==> src/rtl/fp_add_arbiter.sv <==
// rtl/fp_add_arbiter.sv - round-robin arbiter sharing one pipelined FP adder among NUM_REQ lanes
// Build macro FP_ADD_ARB_FIXED_PRIO_EN selects fixed priority (lowest lane wins) instead of round-robin.
module fp_add_arbiter #(
  parameter int NUM_REQ        = 4,
  parameter int EXPONENT_WIDTH = 8,
  parameter int MANTISSA_WIDTH = 23,
  parameter int ADD_LATENCY    = 2,
  localparam int W             = 1 + EXPONENT_WIDTH + MANTISSA_WIDTH,
  localparam int IDXW          = (NUM_REQ > 1) ? $clog2(NUM_REQ) : 1
) (
  input  logic                      clk,
  input  logic                      reset,
  input  logic [NUM_REQ-1:0]        req_valid,
  output logic [NUM_REQ-1:0]        req_ready,
  input  logic [NUM_REQ*W-1:0]      req_a,
  input  logic [NUM_REQ*W-1:0]      req_b,
  output logic [NUM_REQ-1:0]        resp_valid,
  output logic [W-1:0]              resp_data,
  output logic [W-1:0]              add_a,
  output logic [W-1:0]              add_b,
  input  logic                      add_sign,
  input  logic [EXPONENT_WIDTH-1:0] add_exp,
  input  logic [MANTISSA_WIDTH-1:0] add_mant,
  input  logic                      flush,
  output logic                      flush_done,
  output logic                      busy
);

  localparam logic [1:0] RUN   = 2'd0;
  localparam logic [1:0] DRAIN = 2'd1;
  localparam logic [1:0] DONE  = 2'd2;

  logic [1:0]             state;
  logic [ADD_LATENCY-1:0] tag_vld;
  logic [IDXW-1:0]        tag_idx [ADD_LATENCY];
  logic                   found;
  logic                   accept;
  logic [IDXW-1:0]        grant_idx;
  logic [IDXW-1:0]        cidx;
  logic [W-1:0]           sel_a;
  logic [W-1:0]           sel_b;
  int                     cand;
`ifdef FP_ADD_ARB_FIXED_PRIO_EN
`else
  logic [IDXW-1:0]        ptr;
`endif

  // Candidate order: lane 0 upward, or rotating from the lane after the last grant.
  always_comb begin
    found     = 1'b0;
    grant_idx = '0;
    cand      = 0;
    cidx      = '0;
    for (int k = 0; k < NUM_REQ; k++) begin
`ifdef FP_ADD_ARB_FIXED_PRIO_EN
      cand = k;
`else
      cand = int'(ptr) + 1 + k;
      if (cand >= NUM_REQ) cand = cand - NUM_REQ;
`endif
      cidx = IDXW'(cand);
      if (!found && req_valid[cidx]) begin
        found     = 1'b1;
        grant_idx = cidx;
      end
    end
  end

  assign accept = found && (state == RUN) && !flush && !reset;

  always_comb begin
    req_ready = '0;
    sel_a     = '0;
    sel_b     = '0;
    if (accept) req_ready[grant_idx] = 1'b1;
    for (int k = 0; k < NUM_REQ; k++) begin
      if (IDXW'(k) == grant_idx) begin
        sel_a = req_a[k*W +: W];
        sel_b = req_b[k*W +: W];
      end
    end
  end

  always_ff @(posedge clk) begin
    if (reset) begin
      add_a      <= '0;
      add_b      <= '0;
      tag_vld    <= '0;
      resp_valid <= '0;
      for (int i = 0; i < ADD_LATENCY; i++) tag_idx[i] <= '0;
`ifdef FP_ADD_ARB_FIXED_PRIO_EN
`else
      ptr        <= IDXW'(NUM_REQ - 1);
`endif
    end else begin
      if (accept) begin
        add_a <= sel_a;
        add_b <= sel_b;
`ifdef FP_ADD_ARB_FIXED_PRIO_EN
`else
        ptr   <= grant_idx;
`endif
      end
      // Tag pipe mirrors the adder depth; bubbles shift in on idle cycles.
      tag_vld[0] <= accept;
      tag_idx[0] <= grant_idx;
      for (int i = 1; i < ADD_LATENCY; i++) begin
        tag_vld[i] <= tag_vld[i-1];
        tag_idx[i] <= tag_idx[i-1];
      end
      resp_valid <= '0;
      if (tag_vld[ADD_LATENCY-1]) resp_valid[tag_idx[ADD_LATENCY-1]] <= 1'b1;
    end
  end

  // The adder result lands in the same cycle as the registered valid pulse.
  assign resp_data = (|resp_valid) ? {add_sign, add_exp, add_mant} : '0;
  assign busy      = |tag_vld;

  always_ff @(posedge clk) begin
    if (reset) begin
      state <= RUN;
    end else begin
      case (state)
        RUN:     if (flush) state <= DRAIN;
        DRAIN:   if (!busy && !(|resp_valid)) state <= DONE;
        DONE:    state <= RUN;
        default: state <= RUN;
      endcase
    end
  end

  assign flush_done = (state == DONE);

endmodule

==> config.mk <==
export PLATFORM = sky130hd
export DESIGN_NAME = fp_add_arbiter
export DESIGN_NICKNAME = d
export VERILOG_FILES = /design/src/rtl/fp_add_arbiter.sv
export SDC_FILE = /design/constraint.sdc
export NUM_CORES = 1
export LEC_CHECK = 0
export ABC_CLOCK_PERIOD_IN_PS = 1850
export BUFFER_PORTS_ARGS = -buffer_cell sky130_fd_sc_hd__buf_2
export CORE_AREA = 3 3 156 158
export DETAILED_ROUTE_END_ITERATION = 10
export DIE_AREA = 0 0 159 161
export PLACE_DENSITY = 0.51
export SETUP_SLACK_MARGIN = 0.2
export SYNTH_ARGS = -nofsm -noshare
export SYNTH_HDL_FRONTEND = slang
export SYNTH_SLANG_ARGS = --single-unit
==> constraint.sdc <==
create_clock -name clk -period 1.85 [get_ports clk]
set_input_delay 0.37 -clock clk [delete_from_list [all_inputs] [get_ports clk]]
set_output_delay 0.37 -clock clk [all_outputs]
set_load 0.05 [all_outputs]
### Word level (Yosys, flattened, before mapping)

Memory sizes are Yosys's and may differ from the RTL's.
Cells that the tools add are included.

| operators by class | value |
|---|---|
| add/subtract/negate cells | 8 |
| order comparisons | 12 |
| eq/ne operators | 7 |
| muxes and demuxes | 42 |
| bitwise operators | 3 |
| reduce and logical (&&, ||, !) cells | 22 |

Operators with widths:

| cell | number |
|---|---|
| 2-to-1 mux 32 bit | 9 |
| 2-to-1 mux 2 bit | 12 |
| less-than comparator 2 x 3 -> 1 bit (second input constant) | 6 |
| 2-to-1 mux 1 bit | 13 |
| greater-or-equal comparator 4 x 3 -> 1 bit (second input constant) | 3 |
| logical AND 1 bit | 9 |
| adder 3 x 2 -> 4 bit (second input constant) | 2 |
| binary-select mux 1 bit (select 2 bit) | 4 |
| subtractor 2 x 1 -> 2 bit (second input constant) | 4 |
| logical NOT 1 bit | 7 |
| adder 3 x 1 -> 4 bit (second input constant) | 1 |
| demux 1 bit (select 2 bit) | 2 |
| == test 2 bit (first input constant) | 2 |
| greater-or-equal comparator 2 x 1 -> 1 bit (second input constant) | 2 |
| logical NOT 2 bit | 2 |
| 2-to-1 mux 4 bit | 1 |
| != test 2 bit (second input constant) | 2 |
| one-hot mux 2 bit (2 select lines) | 1 |
| OR reduction 2 bit | 2 |
| OR reduction 4 bit | 1 |
| adder 2 x 1 -> 3 bit (second input constant) | 1 |
| greater-or-equal comparator 3 bit (second input constant) | 1 |
| == test 1 x 2 -> 1 bit (first input constant) | 1 |
| == test 2 x 1 -> 1 bit (second input constant) | 1 |
| 4 further kinds | 5 |

| word-level totals | value |
|---|---|
| register bits after elaboration | 74 |
| bits in writable memories | 4 |
| input bits | 295 |
| output and inout port bits | 106 |
| word-level logic and storage cells | 101 |
| memories | 1 |

Memory list:

| name | depth | width | rd ports | clocked after memory_dff | wr ports | RTL line | text |
|---|---|---|---|---|---|---|---|
| tag_idx | 2 | 2 | 2 | 0 | 2 | 35 | `logic [IDXW-1:0] tag_idx [ADD_LATENCY];` |

### Longest topological paths before layout

Gate-level depths: netlist of the first run.

| depth | value |
|---|---|
| depth after elaboration | 20 |
| gate-level depth with buffers | 9 |
| depth with buffers taken out | 6 |

### Least setup slack after synthesis of the first run

Ideal clock, no wire load.

| timing | value |
|---|---|
| kind | input port to output port |
| from | input port req_valid[1] |
| to | output port req_ready[3] |
| arrival time | 1896 ps |
| required time | 1480 ps |
| path slack | -416 ps |
| stages | 6 |
| buffers on the path | 2 |
| path through | buf_2 or2_4 a21oi_2 nor2_2 clkbuf_1 nor2_1 |

| on the way | value |
|---|---|
| cells in the longest elaborated chain, start to end | 17 |
| elaborated cells on any way between the ends | 31 |

Ends and longest elaborated chain:

| what | RTL line | text |
|---|---|---|
| start: declaration | 13 | `input logic [NUM_REQ-1:0] req_valid,` |
| binary-select mux 1 bit (select 2 bit) | 62 | `if (!found && req_valid[cidx]) begin` |
| 2-to-1 mux 1 bit (not written as such) | 62 |  |
| 2-to-1 mux 1 bit | 62 |  |
| logical NOT 1 bit | 62 |  |
| logical AND 1 bit | 62 |  |
| 2-to-1 mux 1 bit | 62 |  |
| logical NOT 1 bit | 62 |  |
| logical AND 1 bit | 62 |  |
| 2-to-1 mux 1 bit | 62 |  |
| logical NOT 1 bit | 62 |  |
| logical AND 1 bit | 62 |  |
| 2-to-1 mux 2 bit | 62 |  |
| less-than comparator 2 x 3 -> 1 bit (not written as such) / greater-or-equal comparator 2 x 1 -> 1 bit (equally long branches) | 75 | `if (accept) req_ready[grant_idx] = 1'b1;` |
| logical AND 1 bit (not written as such) | 75 |  |
| 2-to-1 mux 1 bit (not written as such) | 75 |  |
| demux 1 bit (select 2 bit) | 75 |  |
| 2-to-1 mux 4 bit * | 75 |  |
| end: declaration | 14 | `output logic [NUM_REQ-1:0] req_ready,` |

Every way passes the cells marked *; elsewhere a longest branch is shown, timed or not. The select of a mux whose other input is x is not followed.

### Final worst setup path of the first run

| timing | value |
|---|---|
| from | register ptr[1] |
| to | output port req_ready[1] |

| on the way | value |
|---|---|
| cells in the longest elaborated chain, start to end | 20 |
| elaborated cells on any way between the ends | 47 |

Ends and longest elaborated chain:

| what | RTL line | text |
|---|---|---|
| start: declaration | 45 | `logic [IDXW-1:0] ptr;` |
| start signal: assignment | 93 | `ptr <= IDXW'(NUM_REQ - 1);` |
| start signal: assignment | 101 | `ptr <= grant_idx;` |
| adder 2 x 1 -> 3 bit * | 58 | `cand = int'(ptr) + 1 + k;` |
| branches (longest 18 deep; another with adder 3 x 1 -> 4 bit) | - |  |
| 2-to-1 mux 4 bit * | 75 |  |

Mark *: on every way between the ends. The select of a mux whose other input is x is not followed.

==> results of run 1 <==
worst register-to-register path: cells and delay by family, from the launching register on:
kind / cells / cell delay, ps
flip-flops: 1 / 370
AO/OA/AOI/OAI: 3 / 650
AND/OR/NAND/NOR: 1 / 200
buffers and inverters: 5 / 620
metal layers:
layer  up-vias  GRT usage  part of all wire
met2       282      0.341              0.51
met3        27     0.0467             0.064
met5         -          0                 0
li1       3219          -                 -
met4         0     0.0533             0.015
met1      3172      0.228              0.41
timing repair:
action | CTS | global route
endpoints found under the setup margin | 104 | 104
pin swaps | 23 | 45
gates cloned | 14 | 5
resized for setup | 186 | 88
setup buffers | 20 | 14
sequential cells by signal, indices dropped and copies added, names as in the netlist:
signal	count
add_a	32
add_b	32
resp_valid	4
tag_idx	4
ptr	2
state	2
tag_vld	2
path summary, 6_finish.rpt:
path | slack [ps] | to | cells past startpoint | startpoint
worst max register to register | -90 | add_b[15]$_SDFFE_PP0P_ | 9 | ptr[1]$_SDFFE_PP1P_
worst min-delay path | 230 | add_a[14]$_SDFFE_PP0P_ | 2 | req_a[46]
worst max-delay path | -190 | req_ready[1] | 6 | ptr[1]$_SDFFE_PP1P_
worst min register to register | 440 | tag_idx[0][2]$_SDFF_PP0_ | 1 | tag_idx[0][0]$_SDFF_PP0_
kinds of logic (layout without fill, tap and decap cells):
group | Yosys count | in the layout | synth area share
multiplexers | 24 | 24 | 0.0499
AND/OR/NAND/NOR | 197 | 197 | 0.198
AO/OA/AOI/OAI | 245 | 245 | 0.355
flip-flops | 78 | 78 | 0.323
other | 0 | 1 | 0
buffers and inverters | 68 | 537 | 0.0745
final cells by class:
class / count / area share
Antenna cell: 1 / 0.000248
Clock buffer: 12 / 0.0254
Tap cell: 319 / 0.0396
Sequential cell: 78 / 0.156
Timing Repair Buffer: 519 / 0.387
Clock inverter: 3 / 0.00670
Multi-Input combinational cell: 466 / 0.384
Inverter: 3 / 0.00124
layout by cell type (no fill, tap or decap), types with 5 or more instances in the layout:
cell type                   count
sky130_fd_sc_hd__dfxtp_1       72
sky130_fd_sc_hd__mux2i_2        6
sky130_fd_sc_hd__o22ai_1        8
sky130_fd_sc_hd__buf_6         54
sky130_fd_sc_hd__o32ai_2        9
sky130_fd_sc_hd__buf_16        11
sky130_fd_sc_hd__nor2b_4       32
sky130_fd_sc_hd__buf_2        363
sky130_fd_sc_hd__o21ai_0       23
sky130_fd_sc_hd__o211ai_1      10
sky130_fd_sc_hd__mux2i_1       15
sky130_fd_sc_hd__nand3_1       13
sky130_fd_sc_hd__a2bb2oi_2     13
sky130_fd_sc_hd__buf_4         52
sky130_fd_sc_hd__a21oi_2       16
sky130_fd_sc_hd__o32ai_1       11
sky130_fd_sc_hd__nand3_2        9
sky130_fd_sc_hd__a22oi_1       14
sky130_fd_sc_hd__a21oi_1       59
sky130_fd_sc_hd__dfxtp_2        5
sky130_fd_sc_hd__o221ai_2      14
sky130_fd_sc_hd__a2bb2oi_1     10
sky130_fd_sc_hd__a211o_1       23
sky130_fd_sc_hd__nand2_1       87
sky130_fd_sc_hd__buf_12        27
sky130_fd_sc_hd__nor2b_1        6
sky130_fd_sc_hd__clkbuf_16     15
sky130_fd_sc_hd__buf_8          6
sky130_fd_sc_hd__nor2_1        21
power groups by stage:
| stage | Sequential [mW] | Combinational [mW] | Clock (mW) |
|---|---|---|---|
| after floorplan | 2.61 | 1.11 | 0 |
| after global placement | 2.02 | 2.75 | 0 |
| after detailed placement | 2.02 | 2.76 | 0 |
| after CTS | 2.00 | 3.33 | 2.09 |
| after global routing | 2.03 | 3.82 | 2.15 |
| final | 2.00 | 3.61 | 2.02 |
==> reports/results.tsv, run 1 <==
metric	value	unit
result of the run	finished with violations	
violated checks	negative setup slack	
number of fill cells in the layout	2333	
DRC marker count from the first detailed-route iteration	346	
Fin Clk Skew	6.74	ps
average via count per standard cell	4.78	
cell family with most CP delay	simple AND/OR/NAND/NOR gates	
Sequential Power Share	0.263	
fraction of final layout cells sized beyond drive strength 1	0.636	
die area	25600	sq um
Die Span Y	161	um
number of flip-flops and latches in the synthesized netlist	78	
sw power	2.89	mW
Max-Slew Margin vs Limit	0.780	
Async S/R FF share, synth	0	
cell area power density	757	nW/um^2
kind of launch point of the worst setup path	flip-flop	
sequential cell area fraction in the yosys report	0.323	
TritonCTS clock tree	done	
crit path cell chain	buf_6 -> a21boi_2 -> o21bai_1 -> and2_4 -> nor3_4 -> buf_6	
most repeated cell in the gate-level netlist after synthesis	sky130_fd_sc_hd__nand2_1	
average wire length per cell after detail routing	18.7	um
Post-Syn Instances	612	
post-synthesis to final-layout area growth	108	%
clock edge transition at the registers on the reported setup and hold paths	70	ps
post-route core utilization	0.433	
proportion of total power due to net switching	0.379	
maximum number of pins on one net before global-route repair	60	
global placer's final weighted congestion	0.846	
starting utilization of the core area	0.208	
area of combinational cells with multiple inputs	3870	sq um
maxcap violations	0	
DRT Wirelength	26100	um
EDFF count, synth	0	
top_reg_cell synth	sky130_fd_sc_hd__dfxtp_1	
Max Clk Rate	491	MHz
Hold Fails Final Rpt	0	
post-synth cell types	48	
cell leakage power	4.64	nW
Hold-fix buffers, CTS	0	
flip-flop and latch area	1570	sq um
worst setup margin	-186	ps
VDD IR-drop max	0.000329	V
post-synth top area share	0.323	
Post-Place Cells	1332	
antenna violations before repair	1	
DRC viols	0	
remaining antenna violation count	0	
class of the worst hold path	input pin to flip-flop	
clock sinks	78	
most numerous cell on the critical path	sky130_fd_sc_hd__buf_6	
synthesis warning total	0	
Yosys top cell by area	sky130_fd_sc_hd__dfxtp_1	
Max Buffers Root-to-Sink	2	
type of the setup path with the least slack	flip-flop to output port	
core region area	23300	sq um
overall power of the completed layout	7.63	mW
delay contributed by the slowest stage of the critical path	370	ps
internal power	4.74	mW
Area contributors post-synth	sky130_fd_sc_hd__dfxtp_1, sky130_fd_sc_hd__a21oi_1, sky130_fd_sc_hd__nand2_1	
number of max-slew violations in the final report	0	
count of input and output buffers	400	
cell types with the highest counts after synthesis	sky130_fd_sc_hd__nand2_1, sky130_fd_sc_hd__a21oi_1, sky130_fd_sc_hd__dfxtp_1	
design area	10100	sq um
data required time at the worst endpoint	1480	ps
clock buffer count from CTS	9	
setup repair after global routing missed its margin	yes	
global-route wire length before repair	38700	um
Critical path buffers and inverters	2	
Fin Setup TNS	-2940	ps
placed standard-cell area	7840	sq um
area of the mapped netlist	4840	sq um
Skew-Pair Late Insertion Delay	340	ps
number of vias after detailed routing	6700	
Critical Path Sink Type	output port	
CTS root buf	sky130_fd_sc_hd__clkbuf_16	
post-layout minimum cycle time	2040	ps
slew at the pin with the worst max-slew slack	327	ps
Mapped Nets	907	
Max H-tree Level	3	
net total in the final layout	1372	
arrival time worst endpoint	1670	ps
Worst Hold Margin	230	ps
Final Setup Violations	76	
remaining global-route overflow	0	
via count of the first global-routing pass	6878	
part of the total power dissipated in the clock network	0.265	
Synth Area per Inst	7.91	sq um
HPWL after detailed placement	17700	um
die width	159	um
first-pass iteration count of the detailed router	4	
count of non-filler cells in the finished layout	1401	
global-route usage over all layers	0.191	
master of the slowest instance on the critical path	sky130_fd_sc_hd__dfxtp_4	
part of the power in combinational logic	0.473	
Top-Level Pins	401	
pre-CTS WS	-194	ps
maximum fanout along the worst path	4	
std cell rows	56	
fraction of the cycle the final worst path needs	1.10	
Note: power is estimated with default switching activity, not from simulation.
==> run 2, diff against run 1 <==
--- a/config.mk
+++ b/config.mk
@@ -15,3 +15,4 @@
 export SYNTH_ARGS = -nofsm -noshare
 export SYNTH_HDL_FRONTEND = slang
 export SYNTH_SLANG_ARGS = --single-unit
+export TNS_END_PERCENT = 50
==> reports/results.tsv, run 2 (synthesis gave the netlist of run 1 again) <==
metric	value	unit
VDD IR-drop max	0.000382	V
number of vias after detailed routing	6440	
area of combinational cells with multiple inputs	3480	sq um
DRC viols	0	
Skew-Pair Late Insertion Delay	340	ps
number of fill cells in the layout	2467	
Max H-tree Level	3	
DRC marker count from the first detailed-route iteration	371	
Max Clk Rate	493	MHz
std cell rows	56	
average via count per standard cell	4.74	
post-synthesis to final-layout area growth	86.6	%
slew at the pin with the worst max-slew slack	390	ps
arrival time worst endpoint	1660	ps
commonest cells after routing, fill and taps aside	sky130_fd_sc_hd__buf_2, sky130_fd_sc_hd__nand2_1, sky130_fd_sc_hd__dfxtp_1	
fraction of the cycle the final worst path needs	1.10	
remaining antenna violation count	0	
clock buffer count from CTS	9	
net total in the final layout	1330	
Largest regs	add_a: 32 flops, add_b: 32 flops	
design area	9030	sq um
beginning of the worst register-to-register path	ptr[1]$_SDFFE_PP1P_	
die width	159	um
first-pass iteration count of the detailed router	5	
remaining global-route overflow	0	
starting utilization of the core area	0.208	
average wire length per cell after detail routing	17.8	um
violated checks	negative setup slack	
HPWL after detailed placement	17100	um
CTS root buf	sky130_fd_sc_hd__clkbuf_16	
type of the setup path with the least slack	flip-flop to output port	
Max Buffers Root-to-Sink	2	
Post-Place Cells	1314	
flop2flop setup slack	-40	ps
Final Setup Violations	56	
data required time at the worst endpoint	1480	ps
clock sinks	78	
overall power of the completed layout	6.93	mW
setup repair after global routing missed its margin	yes	
global-route usage over all layers	0.179	
Top-Level Pins	401	
number of max-slew violations in the final report	0	
Hold Fails Final Rpt	0	
fraction of final layout cells sized beyond drive strength 1	0.567	
worst setup path startpoint	ptr[1]$_SDFFE_PP1P_	
Die Span Y	161	um
maximum number of pins on one net before global-route repair	60	
result of the run	finished with violations	
clock edge transition at the registers on the reported setup and hold paths	70	ps
count of input and output buffers	400	
global placer's final weighted congestion	0.860	
global-route wire length before repair	36400	um
count of non-filler cells in the finished layout	1359	
CP Capture Point	req_ready[1]	
post-layout minimum cycle time	2030	ps
die area	25600	sq um
antenna violations before repair	1	
Fin Clk Skew	11.1	ps
maximum fanout along the worst path	5	
DRT Wirelength	24200	um
placed standard-cell area	7630	sq um
Reg-to-Reg End	add_a[10]$_SDFFE_PP0P_	
kind of launch point of the worst setup path	flip-flop	
Critical Path Sink Type	output port	
commonest non-fill, non-tap cell in the layout	sky130_fd_sc_hd__buf_2	
class of the worst hold path	input pin to flip-flop	
flip-flop and latch area	1570	sq um
Max-Slew Margin vs Limit	0.740	
core region area	23300	sq um
cell area power density	767	nW/um^2
worst setup margin	-178	ps
cell leakage power	4.26	nW
via count of the first global-routing pass	6560	
maxcap violations	0	
cells on worst reg2reg path	11	
TritonCTS clock tree	done	
run 2: cell count changes in the layout (fill, tap and decap cells not counted), sizes merged:
cell / before / now
buf: 513 / 471
bufbuf: 0 / 1
clkbuf: 18 / 15
clkinv: 1 / 3
clkinvlp: 1 / 0
diode: 1 / 2
run 2: what timing repair did:
| item | in CTS | in global routing |
|---|---|---|
| pin swaps | 36 | 36 |
| gates resized for setup | 141 | 49 |
| gates cloned | 9 | 2 |
| hold buffers | 0 | 0 |
| setup buffers | 11 | 7 |
| endpoints found under the setup margin | 103 | 104 |
run 2: worst min-delay path by stage:
stage | from | to | slack (ps) | cells after the start
final | req_a[51] | add_a[19]$_SDFFE_PP0P_ | 220 | 2
after global routing | req_a[43] | add_a[11]$_SDFFE_PP0P_ | 220 | 2
after CTS | req_a[51] | add_a[19]$_SDFFE_PP0P_ | 210 | 2
after detailed placement | tag_idx[0][0]$_SDFF_PP0_ | tag_idx[0][2]$_SDFF_PP0_ | 430 | 1
after global placement | tag_idx[0][0]$_SDFF_PP0_ | tag_idx[0][2]$_SDFF_PP0_ | 420 | 1
after floorplan | tag_idx[0][0]$_SDFF_PP0_ | tag_idx[0][2]$_SDFF_PP0_ | 410 | 1
run 2: area by class of cell:
class,instances,area share
clock buffer,10,0.0254
multi-input combinational,466,0.385
timing repair buffer,477,0.361
sequential,78,0.174
antenna,2,0.000554
tap,319,0.0442
inverter,3,0.00139
clock inverter,4,0.00818
run 2: report_power, final:
part / switching (mW) / total [mW] / internal, mW
sequential: 0.109 / 1.98 / 1.87
clock: 0.749 / 1.92 / 1.17
combinational: 1.79 / 3.03 / 1.24
total: 2.65 / 6.93 / 4.28
run 2: through the flow:
stage	hold WS, ps	util	setup slack (ps)	setup TNS, ps
after global routing	222	0.388	-267	-8270
after detailed placement	428	0.328	-200	-9570
after CTS	206	0.376	-242	-5930
after floorplan	414	-	-17.9	-19.8
after global placement	420	0.328	-179	-7300
final	222	0.388	-178	-1780
run 2: per-layer routing:
metal,GRT usage,up-vias,part of all wire
met3,0.0405,27,0.065
li1,-,3138,-
met4,0.0537,0,0.020
met5,0,-,0
met1,0.212,2995,0.40
met2,0.325,280,0.51
run 2: worst max-delay path: stages (launching register included):
cell                      delay (ps)
sky130_fd_sc_hd__dfxtp_4         380
sky130_fd_sc_hd__buf_6           120
sky130_fd_sc_hd__and3b_4         240
sky130_fd_sc_hd__a31oi_4          40
sky130_fd_sc_hd__and2_4          160
sky130_fd_sc_hd__nor3_4          180
sky130_fd_sc_hd__buf_6           190
==> run 3, diff against run 2 <==
--- a/config.mk
+++ b/config.mk
@@ -12,6 +12,8 @@
 export DIE_AREA = 0 0 159 161
 export PLACE_DENSITY = 0.51
 export SETUP_SLACK_MARGIN = 0.2
+export SKIP_CTS_REPAIR_TIMING = 1
+export SKIP_LAST_GASP = 1
 export SYNTH_ARGS = -nofsm -noshare
 export SYNTH_HDL_FRONTEND = slang
 export SYNTH_SLANG_ARGS = --single-unit
==> reports/results.tsv, run 3 (synthesis gave the netlist of run 1 again) <==
metric	value	unit
global placer's final weighted congestion	0.860	
Max Buffers Root-to-Sink	2	
number of max-slew violations in the final report	0	
net total in the final layout	1312	
DRC marker count from the first detailed-route iteration	442	
remaining global-route overflow	0	
Skew-Pair Late Insertion Delay	340	ps
kind of launch point of the worst setup path	flip-flop	
cell leakage power	4.04	nW
type of the setup path with the least slack	flip-flop to output port	
remaining antenna violation count	0	
Sequential Power Share	0.300	
clock buffer count from CTS	9	
maximum number of pins on one net before global-route repair	60	
class of the worst hold path	input pin to flip-flop	
post-layout minimum cycle time	2060	ps
first-pass iteration count of the detailed router	4	
part of the total power dissipated in the clock network	0.291	
die width	159	um
Fin Clk Skew	9.94	ps
arrival time worst endpoint	1690	ps
design area	8390	sq um
slew at the pin with the worst max-slew slack	484	ps
commonest cells after routing, fill and taps aside	sky130_fd_sc_hd__buf_2, sky130_fd_sc_hd__nand2_1, sky130_fd_sc_hd__a21oi_1	
Hold Fails Final Rpt	0	
data required time at the worst endpoint	1480	ps
violated checks	negative setup slack	
Final Setup Violations	42	
average wire length per cell after detail routing	17.3	um
global-route wire length before repair	33900	um
clock sinks	78	
proportion of total power due to net switching	0.383	
DRC viols	0	
maxcap violations	0	
Max Clk Rate	484	MHz
fraction of the cycle the final worst path needs	1.12	
internal power	4.07	mW
average via count per standard cell	4.70	
CTS root buf	sky130_fd_sc_hd__clkbuf_16	
TritonCTS clock tree	done	
HPWL after detailed placement	17100	um
flip-flop and latch area	1570	sq um
number of vias after detailed routing	6293	
Worst Min Path Start	req_a[51]	
std cell rows	56	
worst setup path startpoint	ptr[1]$_SDFFE_PP1P_	
beginning of the worst register-to-register path	ptr[1]$_SDFFE_PP1P_	
setup repair after global routing missed its margin	yes	
antenna violations before repair	1	
Max H-tree Level	3	
result of the run	finished with violations	
part of the power in combinational logic	0.409	
fraction of final layout cells sized beyond drive strength 1	0.519	
count of input and output buffers	400	
core region area	23300	sq um
global-route usage over all layers	0.166	
starting utilization of the core area	0.208	
Largest regs	add_a: 32 flops, add_b: 32 flops	
via count of the first global-routing pass	6203	
area of combinational cells with multiple inputs	3230	sq um
Critical Path Sink Type	output port	
Die Span Y	161	um
number of fill cells in the layout	2511	
maximum fanout along the worst path	5	
cell area power density	786	nW/um^2
placed standard-cell area	7630	sq um
Top-Level Pins	401	
VDD IR-drop max	0.000372	V
commonest non-fill, non-tap cell in the layout	sky130_fd_sc_hd__buf_2	
worst setup margin	-214	ps
sw power	2.53	mW
die area	25600	sq um
Max-Slew Margin vs Limit	0.677	
post-synthesis to final-layout area growth	73.3	%
DRT Wirelength	23200	um
clock edge transition at the registers on the reported setup and hold paths	70	ps
overall power of the completed layout	6.60	mW
-- run 3: layout make-up --
class | instances | share of cell area
Inverter | 3 | 0.00149
Clock inverter | 4 | 0.00880
Clock buffer | 10 | 0.0273
Multi-Input combinational cell | 466 | 0.385
Timing Repair Buffer | 459 | 0.342
Antenna cell | 1 | 0.000298
Sequential cell | 78 | 0.187
Tap cell | 319 | 0.0476
-- run 3: stage by stage --
stage	cells	setup TNS, ps	utilization	hold WS, ps	worst slack, ps
2_1_floorplan	612	-19.8	-	414	-17.9
3_3_place_gp	1314	-7300	0.328	420	-179
3_5_place_dp	1314	-9570	0.328	428	-200
4_1_cts	1328	-9260	0.341	206	-421
5_1_grt	1340	-8330	0.361	219	-303
6_report	1340	-1650	0.361	224	-214
-- run 3: worst max-delay path, stage by stage (launching register included) --
cell,delay [ps]
sky130_fd_sc_hd__dfxtp_4,370
sky130_fd_sc_hd__buf_6,110
sky130_fd_sc_hd__and3b_4,240
sky130_fd_sc_hd__a31oi_4,40
sky130_fd_sc_hd__and2_4,160
sky130_fd_sc_hd__nor3_4,240
sky130_fd_sc_hd__buf_6,200
-- run 3: worst paths after layout --
check,endpoint,slack [ps],cells past startpoint
worst min register to register,resp_valid[2]$_SDFF_PP0_,450,2
worst min-delay path,add_a[19]$_SDFFE_PP0P_,220,2
worst max-delay path,req_ready[1],-210,6
worst max register to register,add_a[16]$_SDFFE_PP0P_,-80,8
-- run 3: power by group through the flow --
stage	clock network, mW	registers (mW)	logic [mW]
floorplan	0	2.61	1.10
global placement	0	2.01	2.63
detailed placement	0	2.01	2.64
CTS	1.99	1.98	2.65
global route	2.04	2.00	2.89
finish	1.92	1.98	2.70
-- run 3: metal layers --
layer | routed length (um) | GRT usage | up-vias | share of wire
met5 | 0 | 0 | - | 0
met4 | 611 | 0.0589 | 0 | 0.026
met3 | 1620 | 0.0415 | 33 | 0.070
met2 | 11600 | 0.292 | 284 | 0.50
met1 | 9340 | 0.198 | 2880 | 0.40
li1 | - | - | 3096 | -
